**config.mk**
```make
export PLATFORM = sky130hd
export DESIGN_NAME = seg_scan
export DESIGN_NICKNAME = d
export VERILOG_FILES = /design/src/rtl/seg_pkg.sv /design/src/rtl/seg_scan_hex7seg.sv /design/src/rtl/seg_scan.sv
export SDC_FILE = /design/constraint.sdc
export NUM_CORES = 1
export LEC_CHECK = 0
export ABC_AREA = 1
export CAP_MARGIN = 20
export CORE_UTILIZATION = 50
export DETAILED_ROUTE_END_ITERATION = 12
export PLACE_DENSITY = 0.74
export SLEW_MARGIN = 20
export SYNTH_ARGS = -nofsm -noshare
export SYNTH_HDL_FRONTEND = slang
export SYNTH_SLANG_ARGS = --single-unit
```
**constraint.sdc**
```tcl
create_clock -name scan_clk -period 3.1 [get_ports scan_clk]
set_input_delay 0.62 -clock scan_clk [delete_from_list [all_inputs] [get_ports scan_clk]]
set_output_delay 0.62 -clock scan_clk [all_outputs]
set_load 0.005 [all_outputs]
```
**src/rtl/seg_pkg.sv**
```systemverilog
// seg_pkg: shared scan states, anode patterns and hex segment table for seg_scan.
package seg_pkg;
  typedef enum logic {BLANK, DRIVE} state_t;
  typedef struct packed {
    logic [15:0] data;
    logic [3:0]  dp;
    logic [3:0]  blank;
  } disp_t;
  localparam logic [3:0] AN_OFF = 4'b1111;
  localparam logic [3:0] AN_PAT [4] = '{4'b1110, 4'b1101, 4'b1011, 4'b0111};
  localparam logic [6:0] SEG_TAB [16] = '{
    7'h40, 7'h79, 7'h24, 7'h30, 7'h19, 7'h12, 7'h02, 7'h78,
    7'h00, 7'h10, 7'h08, 7'h03, 7'h46, 7'h21, 7'h06, 7'h0E
  };
endpackage

```
**src/rtl/seg_scan_hex7seg.sv**
```systemverilog
// hex7seg: active-low seven-segment decode of one hex nibble.
module hex7seg
  import seg_pkg::*;
(
  input  logic [3:0] hex,
  output logic [6:0] seg
);
  assign seg = SEG_TAB[hex];
endmodule

```
**src/rtl/seg_scan.sv**
```systemverilog
// seg_scan: four-digit multiplexed seven-segment scanner with blanking dead time
// and a frame-synchronous shadow register so a frame never shows mixed data.
module seg_scan #(
  parameter int DIV   = 2500,
  parameter int BLANK = 8
) (
  input  logic        scan_clk,
  input  logic        rst_n,
  input  logic [15:0] data,
  input  logic [3:0]  dp,
  input  logic [3:0]  blank,
  input  logic        load,
  output logic [3:0]  AN,
  output logic [7:0]  SEG,
  output logic        pending,
  output logic        frame_sync
);
  import seg_pkg::*;
  logic [15:0] cnt, cnt_n;
  logic [1:0]  dig, dig_n;
  state_t      state, state_n;
  disp_t       shadow, active, active_n, in_w;
  logic        boundary, slot_end;
  logic [3:0]  nib;
  logic [6:0]  hex_seg;
  assign in_w     = {data, dp, blank};
  assign boundary = cnt == 16'd0 && dig == 2'd3;
  assign slot_end = cnt == 16'(DIV - 1);
  assign cnt_n    = slot_end ? 16'd0 : cnt + 16'd1;
  assign dig_n    = slot_end ? dig - 2'd1 : dig;
  assign state_n  = slot_end ? seg_pkg::BLANK : (cnt_n == 16'(BLANK) ? seg_pkg::DRIVE : state);
  // A load in the boundary cycle itself goes straight to the active register.
  assign active_n = boundary ? (load ? in_w : (pending ? shadow : active)) : active;
  assign nib      = active_n.data[{dig_n, 2'b00} +: 4];
  hex7seg u_hex (.hex(nib), .seg(hex_seg));
  always_ff @(posedge scan_clk or negedge rst_n) begin
    if (!rst_n) begin
      cnt        <= '0;
      dig        <= 2'd3;
      state      <= seg_pkg::BLANK;
      shadow     <= '0;
      active     <= '0;
      pending    <= 1'b0;
      AN         <= AN_OFF;
      SEG        <= 8'hFF;
      frame_sync <= 1'b0;
    end else begin
      cnt        <= cnt_n;
      dig        <= dig_n;
      state      <= state_n;
      active     <= active_n;
      shadow     <= (load && !boundary) ? in_w : shadow;
      pending    <= boundary ? 1'b0 : (pending | load);
      AN         <= state_n == seg_pkg::DRIVE ? AN_PAT[dig_n] : AN_OFF;
      SEG        <= (state_n == seg_pkg::BLANK || active_n.blank[dig_n]) ? 8'hFF : {~active_n.dp[dig_n], hex_seg};
      frame_sync <= state_n == seg_pkg::DRIVE && dig_n == 2'd0;
    end
  end
endmodule
```
==> flow_summary.ini, run 1 <==
[routing]
wire_per_inst_um = 13.0
initialDrtViolationCount = 225
drt_drc_violations_left = 0
num_vias = 3625
first_pass_iters = 4
detail_route.vias_per_cell = 5.10
route.antenna.remaining_nets = 0
routed_wirelength_um = 9270

[setup_path]
flop2flop_setup_slack_ps = 410
worst-r2r-cell-count = 16
worstSetupEndpointType = flip-flop
setup.worst_path.class = flip-flop to flip-flop
worstPathArrival_ps = 2970
worstReg2RegEnd = SEG[3]$_DFF_PN1_
critPathMaxFanout = 17
worstReg2RegStart = dig[0]$_DFF_PN1_
start_kind = flip-flop
worst-endpoint-required_ps = 3380

[cts]
h-tree-depth = 3
max-clock-path-buffers = 2
cts_tree = built
cts-buffers-inserted = 9
clk-insertion-delay-late_ps = 360
clock_sink_count = 81
postCtsSetupRepairBufs = 0
cts-hold-fix-buffers = 0
cts.clk_slew.worst_paths_ps = 90
post_cts.resized_instances = 0
clockRootBuffer = sky130_fd_sc_hd__clkbuf_8

[synth]
synthesized_cell_area_sq_um = 4450
synth_top_area_share_pct = 37.7
synthesis.yosys.warnings = 0
async_s_r_ff_share_synth_pct = 100
syn_area_per_cell_sq_um = 8.09
postSynthCellCount = 550
synthTopCellsByCount = sky130_fd_sc_hd__nand2_1, sky130_fd_sc_hd__inv_1, sky130_fd_sc_hd__dfrtp_1, sky130_fd_sc_hd__nor2_1, sky130_fd_sc_hd__nand3_1
synthTopCellsByArea = sky130_fd_sc_hd__dfrtp_1, sky130_fd_sc_hd__nand2_1, sky130_fd_sc_hd__dfstp_2, sky130_fd_sc_hd__inv_1, sky130_fd_sc_hd__mux2_2
ys_seq_elements = 81
synth.net_count = 584
synth_sequential_area_ratio_pct = 46.0
synth.most_common_cell = sky130_fd_sc_hd__nand2_1
ys_types = 33
synthFlopType = sky130_fd_sc_hd__dfrtp_1
synth_enable_flop_cells = 0
netlist.top_cell.by_area = sky130_fd_sc_hd__dfrtp_1

[layout]
multi_input_logic_area_sq_um = 1980
final.fill_count = 790
seq_area_sq_um = 2040
finish.net_count = 632
n_antenna_cell = 0
drive_gt1_share_pct = 17.7
post-route-util_pct = 59.7
area.growth.synth_to_final_pct = 16.5

[power]
worst_ir_drop_vdd_v = 0.000283
power.share.clock_pct = 39.0
power_switching_mw = 0.529
power_density_nw_per_um2 = 405
sequentialPowerShare_pct = 53.1
total_leakage_power_nw = 2.58
pwr-share-comb_pct = 7.9
power.share.switching_pct = 25.2
internal-power_mw = 1.57

[worst_hold_path]
hp-class = input pin to asynchronous set/reset pin

[die]
floorplan.die_area_sq_um = 9280
die_y_extent_um = 96.3
i_o_pins = 41
die_x_um = 96.3
floorplan.initialDensity_pct = 51.3
placement_rows = 34
core-area_sq_um = 8680

[global_routing]
globalRoute.totalOverflow = 0
grt_antenna_before_repair = 0
grt_pass1_wl_um = 15600
vias_in_the_first_global_route = 3478
global_route.usage.total_pct = 22.0
grt_start_max_net_pins = 82

[timing]
max-slew-margin-rel_pct = 52.4
hold_viol_final = 0
clock_skew_ps = 9.82
final.setup.tns_ps = 0
finalMaxSlewViolations = 0
setup_viol = 0
worst-slew-pin-transition_ps = 715
grt_setup_unrepaired = no
final_worst_path_period_need_ps = 2690
final_min_period_over_clock_period_pct = 86.6
max_clock_freq_mhz = 372

[place]
finalWeightedCongestion = 0.906
port_buffers = 40
place.detailed.hpwl_um = 6990

[job]
max-cap-violations = 0

[outcome]
outcome = finished, final reports clean
worst max-delay path by stage:
stage	startpoint	endpoint	slack (ps)	cells after the start
after floorplan	dig[0]$_DFF_PN1_	SEG[3]$_DFF_PN1_	740	17
after detailed placement	load	SEG[0]$_DFF_PN1_	200	16
after global placement	load	SEG[3]$_DFF_PN1_	280	15
after CTS	dig[0]$_DFF_PN1_	SEG[3]$_DFF_PN1_	450	16
final	dig[0]$_DFF_PN1_	SEG[3]$_DFF_PN1_	410	16
after global routing	cnt[0]$_DFF_PN0_	SEG[3]$_DFF_PN1_	200	17
state kept, by name, summed over array words and instances (netlist names):
signal / flops
cnt: 16
shadow: 24
pending: 1
active: 24
state: 1
dig: 2
frame_sync: 1
AN: 4
SEG: 8
kinds of logic (layout without fill, tap and decap cells):
family / count (synthesis) / count (layout) / share of synthesized area (%)
AOI/OAI and AO/OA: 54 / 54 / 7.20
adders and majority gates: 7 / 7 / 1.97
DFF: 81 / 81 / 46.0
and+or+nand+nor: 285 / 285 / 30.4
xor gates and xnor gates: 1 / 1 / 0.197
muxes: 19 / 19 / 4.81
buffers and inverters: 103 / 156 / 9.48
routing by layer:
layer,share of wire (%),track usage (%)
met1,46,30.1
met5,0,0
met3,5.5,3.55
met2,47,34.9
met4,1.0,8.46
layout by cell type, fill, tap and decap left out, types with 7 or more instances in the layout:
cell,count
sky130_fd_sc_hd__nand3_1,41
sky130_fd_sc_hd__a21oi_1,8
sky130_fd_sc_hd__dfrtp_1,67
sky130_fd_sc_hd__nand4_1,7
sky130_fd_sc_hd__clkbuf_8,9
sky130_fd_sc_hd__nand2_4,8
sky130_fd_sc_hd__nand2_2,18
sky130_fd_sc_hd__mux2_2,19
sky130_fd_sc_hd__ha_1,7
sky130_fd_sc_hd__nor2_2,11
sky130_fd_sc_hd__clkdlybuf4s50_1,39
sky130_fd_sc_hd__o22ai_1,20
sky130_fd_sc_hd__nand2_1,137
sky130_fd_sc_hd__dfstp_2,14
sky130_fd_sc_hd__inv_1,86
sky130_fd_sc_hd__buf_4,8
sky130_fd_sc_hd__nor2_1,52
sky130_fd_sc_hd__o21ai_0,17
power groups by stage:
stage | Sequential [mW] | Clock (mW) | Combinational (mW)
after global routing | 1.12 | 0.873 | 0.186
after detailed placement | 1.14 | 0 | 0.167
after CTS | 1.11 | 0.831 | 0.168
final | 1.11 | 0.818 | 0.165
after floorplan | 1.13 | 0 | 0.0847
after global placement | 1.13 | 0 | 0.162
cell type report:
class                   count  area share [%]
multi-input cells         366            38.2
clock inverters             7            1.62
well taps                 108            2.61
clock buffers               9            2.39
repair buffers             48            8.90
inverters                  92            6.81
flip-flops and latches     81            39.4
through the flow:
| step | hold WS [ps] | cells | area [sq um] | setup WS [ps] | total power [mW] |
|---|---|---|---|---|---|
| 2_1_floorplan | 324 | 550 | 4450 | 743 | 1.21 |
| 3_3_place_gp | 463 | 695 | 4970 | 283 | 1.29 |
| 3_5_place_dp | 468 | 695 | 4970 | 203 | 1.30 |
| 4_1_cts | 462 | 711 | 5180 | 447 | 2.11 |
| 5_1_grt | 337 | 711 | 5180 | 198 | 2.18 |
| 6_report | 269 | 711 | 5180 | 415 | 2.10 |
critical path, cell delays in order, from the launching register on:
cell and delay (ps):
sky130_fd_sc_hd__dfstp_2 560, sky130_fd_sc_hd__ha_1 210, sky130_fd_sc_hd__inv_1 50, sky130_fd_sc_hd__nor2_1 80, sky130_fd_sc_hd__nand2_1 100, sky130_fd_sc_hd__nor2_4 190
sky130_fd_sc_hd__nand2_4 120, sky130_fd_sc_hd__inv_4 180, sky130_fd_sc_hd__nand2_1 110, sky130_fd_sc_hd__nand2_1 110, sky130_fd_sc_hd__nor2_1 70, sky130_fd_sc_hd__nor2_1 80
sky130_fd_sc_hd__nand2_1 110, sky130_fd_sc_hd__ha_1 270, sky130_fd_sc_hd__nand3b_1 190, sky130_fd_sc_hd__nand3_1 100, sky130_fd_sc_hd__nand3_1 80
Note: power is estimated with default switching activity, not from simulation.
==> inputs of run 2 (changes only) <==
--- a/config.mk
+++ b/config.mk
@@ -9,6 +9,7 @@
 export CAP_MARGIN = 20
 export CORE_UTILIZATION = 50
 export DETAILED_ROUTE_END_ITERATION = 12
+export MAX_ROUTING_LAYER = met4
 export PLACE_DENSITY = 0.74
 export SLEW_MARGIN = 20
 export SYNTH_ARGS = -nofsm -noshare
==> run 2 against run 1 <==
Compared with the run above: utilization is 0.10 points higher; non-clock buffer count is 2 higher; design area is 0.17% higher; sequential cell count stayed put; largest power group unchanged; maximum frequency is 0.64% higher; critical path type is now input pin to flip-flop; hold slack better by 12 ps.
==> flow_summary.ini, run 2 (same netlist as run 1, synthesis figures left out) <==
[outcome]
outcome = finished, final reports clean

[global_routing]
grt_start_max_net_pins = 82
globalRoute.totalOverflow = 0
grt_antenna_before_repair = 0
vias_in_the_first_global_route = 3459
global_route.usage.total_pct = 22.8
grt_pass1_wl_um = 15800

[timing]
timing.hold.ws_ps = 281
grt_setup_unrepaired = no
finalMaxSlewViolations = 0
final.setup.tns_ps = 0
max-slew-margin-rel_pct = 52.0
max_clock_freq_mhz = 375
worst-slew-pin-transition_ps = 719
clock_skew_ps = 13.2
setup_viol = 0
hold_viol_final = 0
final_min_period_over_clock_period_pct = 86.1
final_worst_path_period_need_ps = 2670

[die]
core-area_sq_um = 8680
floorplan.initialDensity_pct = 51.3
placement_rows = 34
i_o_pins = 41
die_y_extent_um = 96.3
die_x_um = 96.3
floorplan.die_area_sq_um = 9280

[layout]
n_antenna_cell = 0
area.growth.synth_to_final_pct = 16.7
most-common-layout-cells = sky130_fd_sc_hd__nand2_1, sky130_fd_sc_hd__inv_1, sky130_fd_sc_hd__dfrtp_1
drive_gt1_share_pct = 18.0
finish.net_count = 634
final.fill_count = 789
fin_area_sq_um = 5190
mostFrequentLayoutCell = sky130_fd_sc_hd__nand2_1
top_regs = active: 24 flops, shadow: 24 flops, cnt: 16 flops

[cts]
clk-insertion-delay-late_ps = 360
cts.clk_slew.worst_paths_ps = 90
h-tree-depth = 3
postCtsSetupRepairBufs = 0
clock_sink_count = 81
cts_tree = built
max-clock-path-buffers = 2
clockRootBuffer = sky130_fd_sc_hd__clkbuf_8
cts-buffers-inserted = 9
cts-hold-fix-buffers = 0
post_cts.resized_instances = 0

[power]
total_power_mw = 2.09
worst_ir_drop_vdd_v = 0.000419
total_leakage_power_nw = 2.59
power_density_nw_per_um2 = 402

[routing]
route.top_layer_used = met4
first_pass_iters = 5
route.antenna.remaining_nets = 0
met2_wirelength_um = 4300
num_vias = 3651
initialDrtViolationCount = 247
routed_wirelength_um = 9300
detail_route.vias_per_cell = 5.12
wire_per_inst_um = 13.0
drt-met1-wl_um = 4530
wl_met3_um = 362
drt_drc_violations_left = 0

[setup_path]
start_kind = input pin
worstPathArrival_ps = 2940
worst-endpoint-required_ps = 3380
critPathMaxFanout = 10
worstSetupEndpointType = flip-flop
setup.worst_path.class = input pin to flip-flop

[place]
port_buffers = 40
place.detailed.hpwl_um = 6810
finalWeightedCongestion = 0.880
place_area_sq_um = 4990

[worst_hold_path]
hp-class = input pin to asynchronous set/reset pin

[job]
max-cap-violations = 0
[run 2: cell types whose count changed in the layout (fill, tap and decap cells not counted)]
cell	delta
sky130_fd_sc_hd__buf_4	+2
sky130_fd_sc_hd__clkinv_2	+1
sky130_fd_sc_hd__clkinv_4	+1
sky130_fd_sc_hd__inv_6	-1
sky130_fd_sc_hd__inv_8	-1
[run 2: final cells by class]
class / count / area (sq um) / area share, %
Sequential cell: 81 / 2040 / 39.4
Multi-Input combinational cell: 366 / 1980 / 38.2
Timing Repair Buffer: 50 / 477 / 9.18
Inverter: 92 / 353 / 6.79
Tap cell: 108 / 135 / 2.60
Clock buffer: 9 / 124 / 2.38
Clock inverter: 7 / 77.6 / 1.49
[run 2: power by group]
group          total, mW  internal (mW)  leakage (nW)  switching, mW
logic              0.167         0.0862          1.58         0.0809
registers           1.11           1.10         0.911         0.0187
clock network      0.804          0.379         0.100          0.424
[run 2: worst paths after layout]
path / start / endpoint / slack [ps] / cells past startpoint
worst min register to register: active[11]$_DFF_PN0_ / active[11]$_DFF_PN0_ / 480 / 2
worst min-delay path: rst_n / cnt[4]$_DFF_PN0_ / 280 / 1
worst max-delay path: load / SEG[5]$_DFF_PN1_ / 430 / 16
min in group scan_clk: active[11]$_DFF_PN0_ / active[11]$_DFF_PN0_ / 480 / 2
max in group asynchronous: rst_n / active[13]$_DFF_PN0_ / 2320 / 1
worst max register to register: dig[0]$_DFF_PN1_ / SEG[3]$_DFF_PN1_ / 460 / 16
[run 2: routing by layer]
| layer | vias to the layer above | GRT usage (%) |
|---|---|---|
| met5 | - | - |
| met4 | 0 | 5.64 |
| met3 | 10 | 4.50 |
| met2 | 77 | 35.0 |
| met1 | 1733 | 31.2 |
| li1 | 1831 | - |
[run 2: critical path: stages]
cell and delay [ps]:
sky130_fd_sc_hd__clkdlybuf4s50_1 510, sky130_fd_sc_hd__clkinv_1 230, sky130_fd_sc_hd__buf_4 230, sky130_fd_sc_hd__o22ai_1 150, sky130_fd_sc_hd__inv_1 60, sky130_fd_sc_hd__nor2_1 100, sky130_fd_sc_hd__a21oi_1 60, sky130_fd_sc_hd__nand2_1 70
sky130_fd_sc_hd__nand2_1 70, sky130_fd_sc_hd__nor2_2 230, sky130_fd_sc_hd__inv_1 100, sky130_fd_sc_hd__ha_1 240, sky130_fd_sc_hd__nand2_2 100, sky130_fd_sc_hd__nand2_1 50, sky130_fd_sc_hd__nand2_1 50, sky130_fd_sc_hd__nand3_1 60
[run 2: stage by stage]
step / cells / setup WS, ps / util (%)
after global routing: 713 / 154 / 59.8
after detailed placement: 697 / 100 / 57.5
final: 713 / 432 / 59.8
after floorplan: 550 / 743 / -
after global placement: 697 / 185 / 57.5
after CTS: 713 / 459 / 59.8
